--- src/rtl/debug_dump_tx.sv ---
// debug_dump_tx
// Once the core halts, sends one fixed frame over the UART TX byte handshake:
// the 0xA5 header, the PC, the cycle count, R0..R(N_REGS-1) and
// M[0]..M(N_MEM_WORDS-1). Every word goes out MSB byte first.
//
// Ports
//   clk, reset          system clock; asynchronous active-low reset
//   i_halt              level, high while the core is halted
//   i_pc, i_cycle_count captured on the edge that leaves IDLE
//   o_reg_addr/i_reg_data  register-file debug port (1-cycle read latency)
//   o_mem_addr/i_mem_data  data-memory debug port (1-cycle read latency)
//   o_tx_data, o_tx_start, i_tx_done  UART TX byte handshake
//   o_busy, o_done      frame in progress / frame finished
//
// state     | meaning
// ----------+--------------------------------------------------------------
// IDLE      | waiting for i_halt; captures PC and cycle count, loads header
// SEND      | one-cycle o_tx_start carrying the current byte
// WAIT_DONE | waiting for i_tx_done; then next byte, next word, or finish
// RD_REQ    | debug read address presented to the register file or memory
// RD_CAP    | read data captured into the word register
// DONE      | frame sent; waits for i_halt low before rearming
module debug_dump_tx #(
   parameter int LEN         = 32,
   parameter int N_REGS      = 32,
   parameter int NB_REG_ADDR = 5,
   parameter int N_MEM_WORDS = 16,
   parameter int NB_MEM_ADDR = 4
) (
   input  logic                   clk,
   input  logic                   reset,
   input  logic                   i_halt,
   input  logic [LEN-1:0]         i_pc,
   input  logic [LEN-1:0]         i_cycle_count,
   output logic [NB_REG_ADDR-1:0] o_reg_addr,
   input  logic [LEN-1:0]         i_reg_data,
   output logic [NB_MEM_ADDR-1:0] o_mem_addr,
   input  logic [LEN-1:0]         i_mem_data,
   output logic [7:0]             o_tx_data,
   output logic                   o_tx_start,
   input  logic                   i_tx_done,
   output logic                   o_busy,
   output logic                   o_done
);

   // Word slots: 0 header, 1 PC, 2 cycle count, then registers, then memory.
   localparam int REG_BASE    = 3;
   localparam int MEM_BASE    = REG_BASE + N_REGS;
   localparam int TOTAL_WORDS = MEM_BASE + N_MEM_WORDS;
   localparam int NB_IDX      = $clog2(TOTAL_WORDS + 1);

   localparam logic [NB_IDX-1:0] IDX_PC   = NB_IDX'(1);
   localparam logic [NB_IDX-1:0] IDX_CYC  = NB_IDX'(2);
   localparam logic [NB_IDX-1:0] IDX_REG0 = NB_IDX'(REG_BASE);
   localparam logic [NB_IDX-1:0] IDX_MEM0 = NB_IDX'(MEM_BASE);
   localparam logic [NB_IDX-1:0] IDX_END  = NB_IDX'(TOTAL_WORDS);

   typedef enum logic [2:0] {
      ST_IDLE,
      ST_SEND,
      ST_WAIT_DONE,
      ST_RD_REQ,
      ST_RD_CAP,
      ST_DONE
   } state_t;

   state_t                   state_q, state_nxt;
   logic [LEN-1:0]           pc_q, cyc_q, word_q;
   logic [1:0]               byte_cnt_q;
   logic [NB_IDX-1:0]        word_idx_q;
   logic [NB_REG_ADDR-1:0]   reg_addr_q;
   logic [NB_MEM_ADDR-1:0]   mem_addr_q;
   logic [NB_IDX-1:0]        idx_nxt;
   logic                     last_byte;

   assign idx_nxt   = word_idx_q + NB_IDX'(1);
   assign last_byte = &byte_cnt_q;

   always_ff @(posedge clk or negedge reset) begin
      if (!reset) state_q <= ST_IDLE;
      else        state_q <= state_nxt;
   end

   always_comb begin
      state_nxt = state_q;
      case (state_q)
         ST_IDLE:      if (i_halt) state_nxt = ST_SEND;
         ST_SEND:      state_nxt = ST_WAIT_DONE;
         ST_WAIT_DONE: begin
            if (i_tx_done) begin
               if (!last_byte)             state_nxt = ST_SEND;
               else if (idx_nxt == IDX_END) state_nxt = ST_DONE;
               else if (idx_nxt < IDX_REG0) state_nxt = ST_SEND;
               else                         state_nxt = ST_RD_REQ;
            end
         end
         ST_RD_REQ:    state_nxt = ST_RD_CAP;
         ST_RD_CAP:    state_nxt = ST_SEND;
         ST_DONE:      if (!i_halt) state_nxt = ST_IDLE;
         default:      state_nxt = ST_IDLE;
      endcase
   end

   always_ff @(posedge clk or negedge reset) begin
      if (!reset) begin
         pc_q       <= '0;
         cyc_q      <= '0;
         word_q     <= '0;
         byte_cnt_q <= '0;
         word_idx_q <= '0;
         reg_addr_q <= '0;
         mem_addr_q <= '0;
      end else begin
         case (state_q)
            ST_IDLE: begin
               if (i_halt) begin
                  pc_q       <= i_pc;
                  cyc_q      <= i_cycle_count;
                  word_q     <= {8'hA5, {(LEN-8){1'b0}}};
                  // header is a single byte, so start its count at the last slot
                  byte_cnt_q <= 2'd3;
                  word_idx_q <= '0;
               end
            end
            ST_WAIT_DONE: begin
               if (i_tx_done) begin
                  if (!last_byte) begin
                     word_q     <= word_q << 8;
                     byte_cnt_q <= byte_cnt_q + 2'd1;
                  end else begin
                     word_idx_q <= idx_nxt;
                     byte_cnt_q <= '0;
                     if (idx_nxt == IDX_PC)
                        word_q <= pc_q;
                     else if (idx_nxt == IDX_CYC)
                        word_q <= cyc_q;
                     else if (idx_nxt < IDX_MEM0)
                        reg_addr_q <= NB_REG_ADDR'(idx_nxt - IDX_REG0);
                     else if (idx_nxt < IDX_END)
                        mem_addr_q <= NB_MEM_ADDR'(idx_nxt - IDX_MEM0);
                  end
               end
            end
            ST_RD_CAP: begin
               word_q <= (word_idx_q < IDX_MEM0) ? i_reg_data : i_mem_data;
            end
            default: ;
         endcase
      end
   end

   assign o_tx_data  = word_q[LEN-1 -: 8];
   assign o_tx_start = (state_q == ST_SEND);
   assign o_busy     = (state_q != ST_IDLE) && (state_q != ST_DONE);
   assign o_done     = (state_q == ST_DONE);
   assign o_reg_addr = reg_addr_q;
   assign o_mem_addr = mem_addr_q;

endmodule

--- config.mk ---
export PLATFORM = sky130hd
export DESIGN_NAME = debug_dump_tx
export DESIGN_NICKNAME = d
export VERILOG_FILES = /design/src/rtl/debug_dump_tx.sv
export SDC_FILE = /design/constraint.sdc
export NUM_CORES = 1
export LEC_CHECK = 0
export BUFFER_PORTS_ARGS = -buffer_cell sky130_fd_sc_hd__buf_2
export CAP_MARGIN = 10
export CORE_ASPECT_RATIO = 0.8
export CORE_MARGIN = 2
export CORE_UTILIZATION = 55
export DETAILED_ROUTE_END_ITERATION = 6
export PLACE_DENSITY = 0.82
export SLEW_MARGIN = 40
export SYNTH_ARGS = -nofsm -noshare
export SYNTH_HDL_FRONTEND = slang
export SYNTH_SLANG_ARGS = --single-unit
export TNS_END_PERCENT = 50
--- constraint.sdc ---
create_clock -name clk -period 5.1 [get_ports clk]
set_input_delay 0.765 -clock clk [delete_from_list [all_inputs] [get_ports clk]]
set_output_delay 0.765 -clock clk [all_outputs]
set_load 0.005 [all_outputs]
==> results of run 1 <==
-- sequential cells by signal, indices dropped and copies added, names as in the netlist --
signal and cells:
word_q 32, state_q 3, o_reg_addr 5, pc_q 32, word_idx_q 6, o_mem_addr 4, byte_cnt_q 2, cyc_q 32
-- layout by cell type, fill, tap and decap left out, types with 2 or more instances in the layout --
master | Yosys | final
buf_2 | 17 | 150
dfrtp_1 | 116 | 116
mux2_2 | 68 | 68
a21oi_1 | 60 | 60
nand2_1 | 60 | 59
mux2i_1 | 45 | 45
nor2_1 | 24 | 24
o21ai_0 | 23 | 23
o211ai_1 | 20 | 20
o21a_1 | 20 | 20
clkbuf_16 | 0 | 17
o22a_1 | 12 | 12
inv_1 | 9 | 9
nand3_1 | 6 | 6
ha_1 | 6 | 6
clkinv_2 | 0 | 6
buf_4 | 11 | 6
nor3_1 | 5 | 5
bufinv_16 | 0 | 4
and2_1 | 4 | 3
and3_1 | 3 | 3
xor2_1 | 3 | 3
nor2b_1 | 2 | 2
xnor2_1 | 2 | 2
nor3_2 | 2 | 2
or3_1 | 2 | 2
a211oi_1 | 2 | 2
clkbuf_8 | 0 | 2
buf_6 | 5 | 2
-- final timing paths --
kind / startpoint / endpoint / depth (start not counted)
worst min-delay path: reset / cyc_q[2] / 1
max in group asynchronous: reset / word_q[12] / 2
min in group clk: word_q[23] / word_q[23] / 1
worst max-delay path: word_idx_q[0] / word_q[29] / 8
worst min register to register: word_q[23] / word_q[23] / 1
worst max register to register: word_idx_q[0] / word_q[29] / 8
-- area by class of cell --
cell class | instances | area (sq um)
multi-input cells | 393 | 2930
repair buffers | 158 | 818
clock buffers | 20 | 457
clock inverters | 11 | 158
flip-flops and latches | 116 | 2900
fillers | 789 | 3370
well taps | 144 | 180
inverters | 9 | 33.8
-- stage by stage --
stage / instances / instance area [sq um] / hold slack, ns / setup slack [ns]
global placement: 819 / 6840 / 0.474 / 2.00
global route: 851 / 7480 / 0.407 / 1.92
finish: 851 / 7480 / 0.356 / 2.08
detailed placement: 820 / 6860 / 0.480 / 2.15
floorplan: 568 / 6130 / 0.464 / 2.95
CTS: 851 / 7480 / 0.377 / 2.13
-- power by group --
part	switching (mW)	total [mW]	internal [mW]
registers	0.275	1.63	1.35
clock network	0.406	1.24	0.834
logic	0.787	1.57	0.779
-- cell families (layout without fill, tap and decap cells) --
kind of cell / after synthesis / in the layout
AO/OA/AOI/OAI: 151 / 151
flip-flops: 116 / 116
AND/OR/NAND/NOR: 115 / 115
multiplexers: 113 / 113
buffers and inverters: 59 / 198
adder cells (fa/ha/maj): 7 / 7
XOR/XNOR: 7 / 7
-- worst register-to-register path: stages, from the launching register on --
cell	delay [ns]
dfrtp_1	0.54
ha_1	0.55
and3_1	0.24
o211ai_2	0.14
a211oi_4	0.27
buf_4	0.38
mux2i_1	0.35
nor2_1	0.08
o32a_1	0.37
-- routing by layer --
| layer | part of all wire, % | up-vias | GRT usage, % |
|---|---|---|---|
| met5 | 0 | - | 0 |
| met3 | 6.9 | 22 | 6.60 |
| met2 | 48 | 196 | 42.4 |
| met1 | 43 | 2407 | 37.5 |
| li1 | - | 2278 | - |
| met4 | 1.6 | 0 | 7.16 |
==> flow_metrics.env, run 1 <==
export IMPL_synthMuxAreaShare_pct=19.9
export IMPL_final_nets=833
export IMPL_dp_hpwl_mm=11.1
export IMPL_yosysSeqAreaShare_pct=47.4
export IMPL_start_util_pct=56.5
export IMPL_clock_latency_ns=0.41
export IMPL_die_width_microns=122
export IMPL_cts_resized=0
export IMPL_num_rows=34
export IMPL_synth_top_family_by_area="multiplexers"
export IMPL_synth_simple_gate_area_share_pct=8.52
export IMPL_postSynthCellCount=568
export IMPL_grt_usage_pct=26.9
export IMPL_dieArea_sq_mm=0.0120
export IMPL_clock_path_buffers=2
export IMPL_status="finished, final reports clean"
export IMPL_drive_gt1_share_pct=38.6
export IMPL_final_setup_viol_count=0
export IMPL_crit_slowest_cell="ha_1"
export IMPL_ir_drop_uv=290
export IMPL_critPathTopFamily="compound AO/OA/AOI/OAI gates"
export IMPL_drc_errors=0
export IMPL_drtAntennaViolNets=0
export IMPL_async_flop_share_pct=100
export IMPL_wl_per_cell_microns=18.4
export IMPL_cts_clk_slew_worst_paths_ns=0.05
export IMPL_cts_setup_buffers=0
export IMPL_synth_edff_count=0
export IMPL_fmax_mhz=331
export IMPL_cts_hold_fix_buffers=0
export IMPL_io_pins=152
export IMPL_reg2reg_slack_ns=2.08
export IMPL_synth_commonest_cells="116 x dfrtp_1, 68 x mux2_2, 60 x a21oi_1, 60 x nand2_1, 45 x mux2i_1"
export IMPL_yosysTopAreaCellShare_pct=47.4
export IMPL_vias=4903
export IMPL_viasPerCell=5.76
export IMPL_wl_mm=15.7
export IMPL_worst_pin_slew_ns=0.697
export IMPL_finClkSkew_ns=0.00507
export IMPL_hold_viol_final=0
export IMPL_fin_tns_setup_ns=0
export IMPL_synthFlopType="dfrtp_1"
export IMPL_cts_buffers=17
export IMPL_path_cells="ha_1 -> and3_1 -> o211ai_2 -> a211oi_4 -> buf_4 -> mux2i_1 -> nor2_1 -> o32a_1"
export IMPL_grt_pass1_vias=4935
export IMPL_root_buffer="clkbuf_16"
export IMPL_place_congestion=0.897
export IMPL_crit_type="reg2reg"
export IMPL_hp_class="in2async"
export IMPL_synthXorXnorAreaFrac_pct=1.43
export IMPL_crit_buf_inv=1
export IMPL_synth_area_sq_mm=0.00613
export IMPL_dr_pass1_iters=5
export IMPL_cpPeakStageDelay_ns=0.55
export IMPL_areaGrowthSynthToFinish_pct=22.1
export IMPL_finalPower_mw=4.43
export IMPL_arrival_ns=3.31
export IMPL_synth_top_area_cell="dfrtp_1"
export IMPL_p_per_area_mw_per_mm2=593
export IMPL_synth_nets=706
export IMPL_synth_seq_cells=116
export IMPL_drtIter0Drc=413
export IMPL_cp_required_ns=5.39
export IMPL_antenna_found_initial=0
export IMPL_synthAdderAreaFrac_pct=1.39
export IMPL_start_kind="flip-flop"
export IMPL_drv_cap=0
export IMPL_grt_max_degree=71
export IMPL_yosysUniqueCellTypes=51
export IMPL_post_route_min_period_ns=3.02
export IMPL_yosysWarningCount=0
export IMPL_diodes=0
export IMPL_cp_end_kind="flip-flop"
export IMPL_drv_slew=0
export IMPL_synth_most_common_cell="dfrtp_1"
export IMPL_synth_compound_gate_area_share_pct=16.2
export IMPL_core_area_sq_mm=0.0108
export IMPL_fin_util_pct=69.0
export IMPL_cts_tree="yes"
export IMPL_slew_headroom_pct=53.3
export IMPL_io_buffers=151
export IMPL_power_leakage_nw=3.62
export IMPL_die_y_microns=98.4
export IMPL_htree_levels=4
export IMPL_syn_area_per_cell_sq_um=10.8
export IMPL_period_share_pct=59.3
export IMPL_cts_sinks=116
export IMPL_synth_area_leaders="dfrtp_1 47%, mux2_2 12%, mux2i_1 7.4%, a21oi_1 4.9%, nand2_1 3.7%"
export IMPL_grt_setup_unrepaired="no"
export IMPL_critPathMaxFanout=18
export IMPL_grt_overflow=0
export IMPL_grt_pass1_wl_mm=24.6
No activity file was read; power rests on OpenSTA's default activity.
==> inputs of run 2 (changes only) <==
ABC_AREA = 1   (was not set)
CORE_UTILIZATION = 49   (was 55)
PLACE_DENSITY = 0.77   (was 0.82)
clock period = 2.7 ns   (was 5.1 ns; I/O delays follow)
==> run 2 against run 1 <==
- global-route usage is 1.2 points lower
- area after synthesis is 1.6% higher
- cell area is 3.2% higher
- utilization is 6.2 points lower
- total power is 83% higher
- flip-flop and latch count stayed put
- first-iteration DRC count is 13% higher
- setup slack worse by 1.6 ns
- critical path type unchanged
- highest routed layer unchanged
==> flow_metrics.env, run 2 <==
export IMPL_dr_pass1_iters=6
export IMPL_synth_commonest_cells="269 x nand2_1, 116 x dfrtp_1, 105 x o21ai_0, 94 x inv_1, 59 x nor2_1"
export IMPL_slew_headroom_pct=56.6
export IMPL_finClkSkew_ns=0.00976
export IMPL_synth_edff_count=0
export IMPL_drive_gt1_share_pct=22.1
export IMPL_postSynthCellCount=848
export IMPL_stdcell_count=1163
export IMPL_crit_type="reg2reg"
export IMPL_clock_latency_ns=0.42
export IMPL_finalPower_mw=8.12
export IMPL_stdcell_area_sq_mm=0.00772
export IMPL_arrival_ns=2.54
export IMPL_cp_required_ns=3.00
export IMPL_setup_slack_ns=0.456
export IMPL_place_ws_ns=0.501
export IMPL_core_area_sq_mm=0.0123
export IMPL_place_congestion=0.894
export IMPL_cts_setup_buffers=0
export IMPL_crit_slowest_cell="dfrtp_1"
export IMPL_htree_levels=4
export IMPL_antenna_found_initial=0
export IMPL_worst_pin_slew_ns=0.651
export IMPL_start_kind="flip-flop"
export IMPL_hp_class="in2async"
export IMPL_r2r_start="word_idx_q[0]"
export IMPL_reg_top3="cyc_q (32), pc_q (32), word_q (32)"
export IMPL_synthFlopType="dfrtp_1"
export IMPL_cp_end_kind="flip-flop"
export IMPL_fin_tns_setup_ns=0
export IMPL_grt_overflow=0
export IMPL_power_leakage_nw=4.17
export IMPL_drc_errors=0
export IMPL_ir_drop_uv=647
export IMPL_root_buffer="clkbuf_16"
export IMPL_yosysUniqueCellTypes=28
export IMPL_synth_seq_cells=116
export IMPL_post_place_cells=1131
export IMPL_dp_hpwl_mm=11.4
export IMPL_final_setup_viol_count=0
export IMPL_synth_top_area_cell="dfrtp_1"
export IMPL_wl_per_cell_microns=14.6
export IMPL_yosysTopAreaCellShare_pct=46.7
export IMPL_place_area_sq_mm=0.00706
export IMPL_syn_area_per_cell_sq_um=7.34
export IMPL_final_nets=1117
export IMPL_synth_nets=986
export IMPL_clock_path_buffers=2
export IMPL_post_route_min_period_ns=2.24
export IMPL_hold_viol_final=0
export IMPL_drv_slew=0
export IMPL_final_cell_mix="269 x nand2_1, 150 x buf_2, 116 x dfrtp_1, 105 x o21ai_0, 94 x inv_1"
export IMPL_p_per_area_mw_per_mm2=1050
export IMPL_hold_slack_ns=0.0339
export IMPL_cts_clk_slew_worst_paths_ns=0.06
export IMPL_cts_hold_fix_buffers=0
export IMPL_num_rows=36
export IMPL_path_cells="ha_1 -> inv_1 -> nand2_1 -> nand2_1 -> nand2_2 -> nor2_2 -> nand3_2 -> nand2_2 -> inv_2 -> nor2_8 -> inv_2 -> nand2_1 -> nand2_1"
export IMPL_fmax_mhz=446
export IMPL_status="finished, final reports clean"
export IMPL_cts_resized=0
export IMPL_cpMostUsedCell="nand2_1"
export IMPL_io_buffers=151
export IMPL_final_common_cell="nand2_1"
export IMPL_grt_usage_pct=25.7
export IMPL_rr_worst_depth=13
export IMPL_cts_tree="yes"
export IMPL_async_flop_share_pct=100
export IMPL_critPathMaxFanout=31
export IMPL_start_util_pct=50.6
export IMPL_grt_pass1_wl_mm=27.1
export IMPL_drtAntennaViolNets=0
export IMPL_grt_setup_unrepaired="no"
export IMPL_dieArea_sq_mm=0.0136
export IMPL_vias=6027
export IMPL_r2r_end="word_q[14]"
export IMPL_fin_util_pct=62.8
export IMPL_cts_buffers=17
export IMPL_wl_mm=17.0
export IMPL_synth_area_sq_mm=0.00622
export IMPL_die_y_microns=105
export IMPL_crit_buf_inv=3
export IMPL_period_share_pct=83.1
export IMPL_drtIter0Drc=465
export IMPL_yosysWarningCount=0
export IMPL_critPathTopFamily="simple AND/OR/NAND/NOR gates"
export IMPL_diodes=0
export IMPL_io_pins=152
export IMPL_reg2reg_slack_ns=0.46
export IMPL_die_width_microns=130
export IMPL_drv_cap=0
export IMPL_synth_area_leaders="dfrtp_1 47%, nand2_1 16%, o21ai_0 8.4%, inv_1 5.7%, nor2_1 3.6%"
export IMPL_viasPerCell=5.18
export IMPL_grt_pass1_vias=5541
export IMPL_synth_most_common_cell="nand2_1"
export IMPL_yosysSeqAreaShare_pct=46.7
export IMPL_areaGrowthSynthToFinish_pct=24.1
export IMPL_cts_sinks=116
export IMPL_grt_max_degree=128
export IMPL_cpPeakStageDelay_ns=0.45
## run 2: cell types whose count changed in the layout (fill, tap and decap cells not counted), moves of 17 or more
cell,before,now
a21oi_1,60,26
inv_1,9,94
mux2_2,68,0
mux2i_1,45,0
nand2_1,59,269
nand3_1,6,44
nand4_1,1,34
nor2_1,24,57
o211ai_1,20,3
o21a_1,20,0
o21ai_0,23,105
## run 2: routing by layer
metal | up-vias | wire [microns] | GRT usage [%] | share of wire (%)
li1 | 2962 | - | - | -
met1 | 2809 | 7840 | 36.4 | 46
met2 | 239 | 7790 | 40.0 | 46
met3 | 17 | 1120 | 5.68 | 6.6
met4 | 0 | 194 | 6.68 | 1.1
met5 | - | 0 | 0 | 0
## run 2: worst max-delay path by stage
stage                             start         end  slack, ns  cells past startpoint
after floorplan           word_idx_q[0]  word_q[10]       0.91                     14
after global placement    word_idx_q[0]  word_q[27]       0.59                     13
after detailed placement  word_idx_q[0]  word_q[14]       0.50                     13
after CTS                 word_idx_q[0]  word_q[14]       0.47                     13
after global routing      word_idx_q[1]  word_q[14]       0.24                     13
final                     word_idx_q[0]  word_q[14]       0.46                     13
## run 2: worst register-to-register path, cell delays in order (launching register included)
cell and delay, ns:
dfrtp_1 0.45, ha_1 0.28, inv_1 0.07, nand2_1 0.05, nand2_1 0.10, nand2_2 0.12
nor2_2 0.16, nand3_2 0.09, nand2_2 0.08, inv_2 0.06, nor2_8 0.19, inv_2 0.26
nand2_1 0.15, nand2_1 0.07
## run 2: where the power goes
part	total [mW]	leakage [nW]	switching (mW)	internal, mW
clock	2.51	0.315	0.825	1.68
combinational	2.80	2.38	1.85	0.951
sequential	2.81	1.48	0.317	2.50
total	8.12	4.17	2.99	5.13
## run 2: cell families after synthesis
kind of cell / share of synthesized area (%)
AOI/OAI and AO/OA: 12.5
DFF: 46.7
xor gates and xnor gates: 0.141
adders and majority gates: 1.21
and+or+nand+nor: 28.8
buffers and inverters: 10.8
## run 2: cell type report
| type | count | area, sq um |
|---|---|---|
| fillers | 1102 | 4570 |
| well taps | 171 | 214 |
| clock buffers | 19 | 453 |
| clock inverters | 13 | 205 |
| flip-flops and latches | 116 | 2900 |
| repair buffers | 165 | 901 |
| multi-input cells | 577 | 2660 |
| inverters | 102 | 383 |
==> inputs of run 3 (changes only) <==
clock period = 2 ns   (was 2.7 ns; I/O delays follow)
==> run 3 against run 2 <==
- clock skew fell by 0.0042 ns
- flip-flop and latch count did not move
- worst hold slack improved by 0.063 ns
- cell area rose by 3.9%
- combinational power rose by 62%
- clock-buffer cell count rose by 7
- setup slack got worse by 0.41 ns
- die area did not move
- non-clock buffer count rose by 28
==> flow_metrics.env, run 3 (same netlist as run 2, synthesis figures left out) <==
export IMPL_status="finished, final reports clean"
export IMPL_top_layer_used="met4"
export IMPL_period_share_pct=97.8
export IMPL_final_cell_mix="265 x nand2_1, 150 x buf_2, 116 x dfrtp_1, 104 x o21ai_0, 94 x inv_1"
export IMPL_cts_buffers=17
export IMPL_ir_drop_uv=951
export IMPL_wl_met2_mm=8.54
export IMPL_crit_type="reg2reg"
export IMPL_htree_levels=4
export IMPL_die_y_microns=105
export IMPL_p_per_area_mw_per_mm2=1380
export IMPL_drtIter0Drc=512
export IMPL_dieArea_sq_mm=0.0136
export IMPL_clock_latency_ns=0.41
export IMPL_cpMostUsedCell="nand2_1"
export IMPL_finalPower_mw=11.1
export IMPL_drc_errors=0
export IMPL_fmax_mhz=511
export IMPL_core_area_sq_mm=0.0123
export IMPL_arrival_ns=2.26
export IMPL_final_nets=1147
export IMPL_worst_pin_slew_ns=0.535
export IMPL_critPathTopFamily="simple AND/OR/NAND/NOR gates"
export IMPL_areaGrowthSynthToFinish_pct=28.9
export IMPL_met1_length_mm=7.77
export IMPL_critPathMaxFanout=8
export IMPL_path_cells="ha_4 -> inv_1 -> nand2_1 -> nand2_1 -> nand2_4 -> nor2_4 -> nand3_2 -> nand2_2 -> inv_4 -> nor2_8 -> buf_12 -> clkinv_8 -> nand2_1 -> nand2_1"
export IMPL_start_kind="flip-flop"
export IMPL_dp_hpwl_mm=12.3
export IMPL_reg_top3="cyc_q (32), pc_q (32), word_q (32)"
export IMPL_cts_clk_slew_worst_paths_ns=0.05
export IMPL_wl_mm=18.2
export IMPL_drtAntennaViolNets=0
export IMPL_hold_slack_ns=0.0966
export IMPL_start_util_pct=50.6
export IMPL_cpPeakStageDelay_ns=0.43
export IMPL_cp_end_kind="flip-flop"
export IMPL_dr_pass1_iters=5
export IMPL_vias=6296
export IMPL_drv_slew=0
export IMPL_die_width_microns=130
export IMPL_crit_buf_inv=4
export IMPL_cp_required_ns=2.30
export IMPL_post_route_min_period_ns=1.96
export IMPL_hold_viol_final=0
export IMPL_grt_setup_unrepaired="yes"
export IMPL_final_common_cell="nand2_1"
export IMPL_root_buffer="clkbuf_16"
export IMPL_grt_usage_pct=26.8
export IMPL_clock_path_buffers=2
export IMPL_grt_max_degree=80
export IMPL_finClkSkew_ns=0.00559
export IMPL_place_congestion=0.877
export IMPL_hp_class="in2reg"
export IMPL_num_rows=36
export IMPL_crit_slowest_cell="dfrtp_1"
export IMPL_grt_overflow=0
export IMPL_drv_cap=0
export IMPL_met3_length_mm=1.44
export IMPL_slew_headroom_pct=64.4
export IMPL_final_setup_viol_count=0
export IMPL_fillCellCount=1080
export IMPL_grt_pass1_wl_mm=28.4
export IMPL_grt_pass1_vias=5976
export IMPL_cts_tree="yes"
export IMPL_power_leakage_nw=4.30
export IMPL_viasPerCell=5.29
export IMPL_diodes=0
export IMPL_io_buffers=151
export IMPL_cts_sinks=116
export IMPL_drive_gt1_share_pct=24.9
export IMPL_io_pins=152
export IMPL_wl_per_cell_microns=15.3
export IMPL_antenna_found_initial=0
==> run 3: metrics by stage <==
step | cell area, sq um | util (%) | cells | setup slack [ns] | TNS, ns
floorplan | 6220 | - | 848 | 0.213 | 0
global placement | 7250 | 59.0 | 1151 | 0.0711 | 0
detailed placement | 7250 | 59.0 | 1151 | -0.0191 | -0.145
CTS | 7800 | 63.4 | 1182 | 0.0163 | 0
global route | 8020 | 65.2 | 1191 | -0.0601 | -1.39
finish | 8020 | 65.2 | 1191 | 0.0443 | 0
==> run 3: area by class of cell <==
class | count | area (sq um) | area share [%]
sequential | 116 | 2900 | 36.2
clock inverter | 4 | 22.5 | 0.281
timing repair inverter | 2 | 17.5 | 0.218
multi-input combinational | 577 | 2730 | 34.1
clock buffer | 26 | 509 | 6.35
timing repair buffer | 193 | 1220 | 15.2
tap | 171 | 214 | 2.67
inverter | 102 | 400 | 4.99
==> run 3: repair_timing <==
action                                 in CTS  in global routing
pin swaps                                   0                  8
hold buffers                                1                  0
gates resized for setup                     1                 32
endpoints found under the hold margin      36                  0
buffers inserted                            0                  6
setup endpoints to repair                  31                 46
cloned                                      0                  3
==> run 3: routing by layer <==
metal / up-vias / GRT usage, %
li1: 3023 / -
met1: 2927 / 36.2
met2: 308 / 41.8
met3: 38 / 5.63
met4: 0 / 11.4
met5: - / 0
==> run 3: worst paths after layout <==
check / start / end / slack [ns] / cells past startpoint
max: word_idx_q[1] / word_q[12] / 0.04 / 14
min: i_cycle_count[2] / cyc_q[2] / 0.1 / 3
min reg2reg: word_q[28] / word_q[28] / 0.48 / 2
max in group asynchronous: reset / word_q[14] / 0.95 / 3
max reg2reg: word_idx_q[1] / word_q[12] / 0.04 / 14
min in group asynchronous: reset / cyc_q[3] / 0.42 / 2
==> run 3: report_power, final <==
group / switching, mW / leakage (nW) / internal [mW] / total [mW]
clock network: 1.01 / 0.262 / 1.72 / 2.73
logic: 2.78 / 2.56 / 1.75 / 4.53
registers: 0.436 / 1.48 / 3.37 / 3.80
total: 4.23 / 4.30 / 6.84 / 11.1
==> run 3: worst reg2reg max path: cells and delay by family, from the launching register on <==
| family | cells | cell delay (ns) |
|---|---|---|
| AND/OR/NAND/NOR | 9 | 0.89 |
| adder cells (fa/ha/maj) | 1 | 0.20 |
| buffers and inverters | 4 | 0.32 |
| flip-flops | 1 | 0.43 |
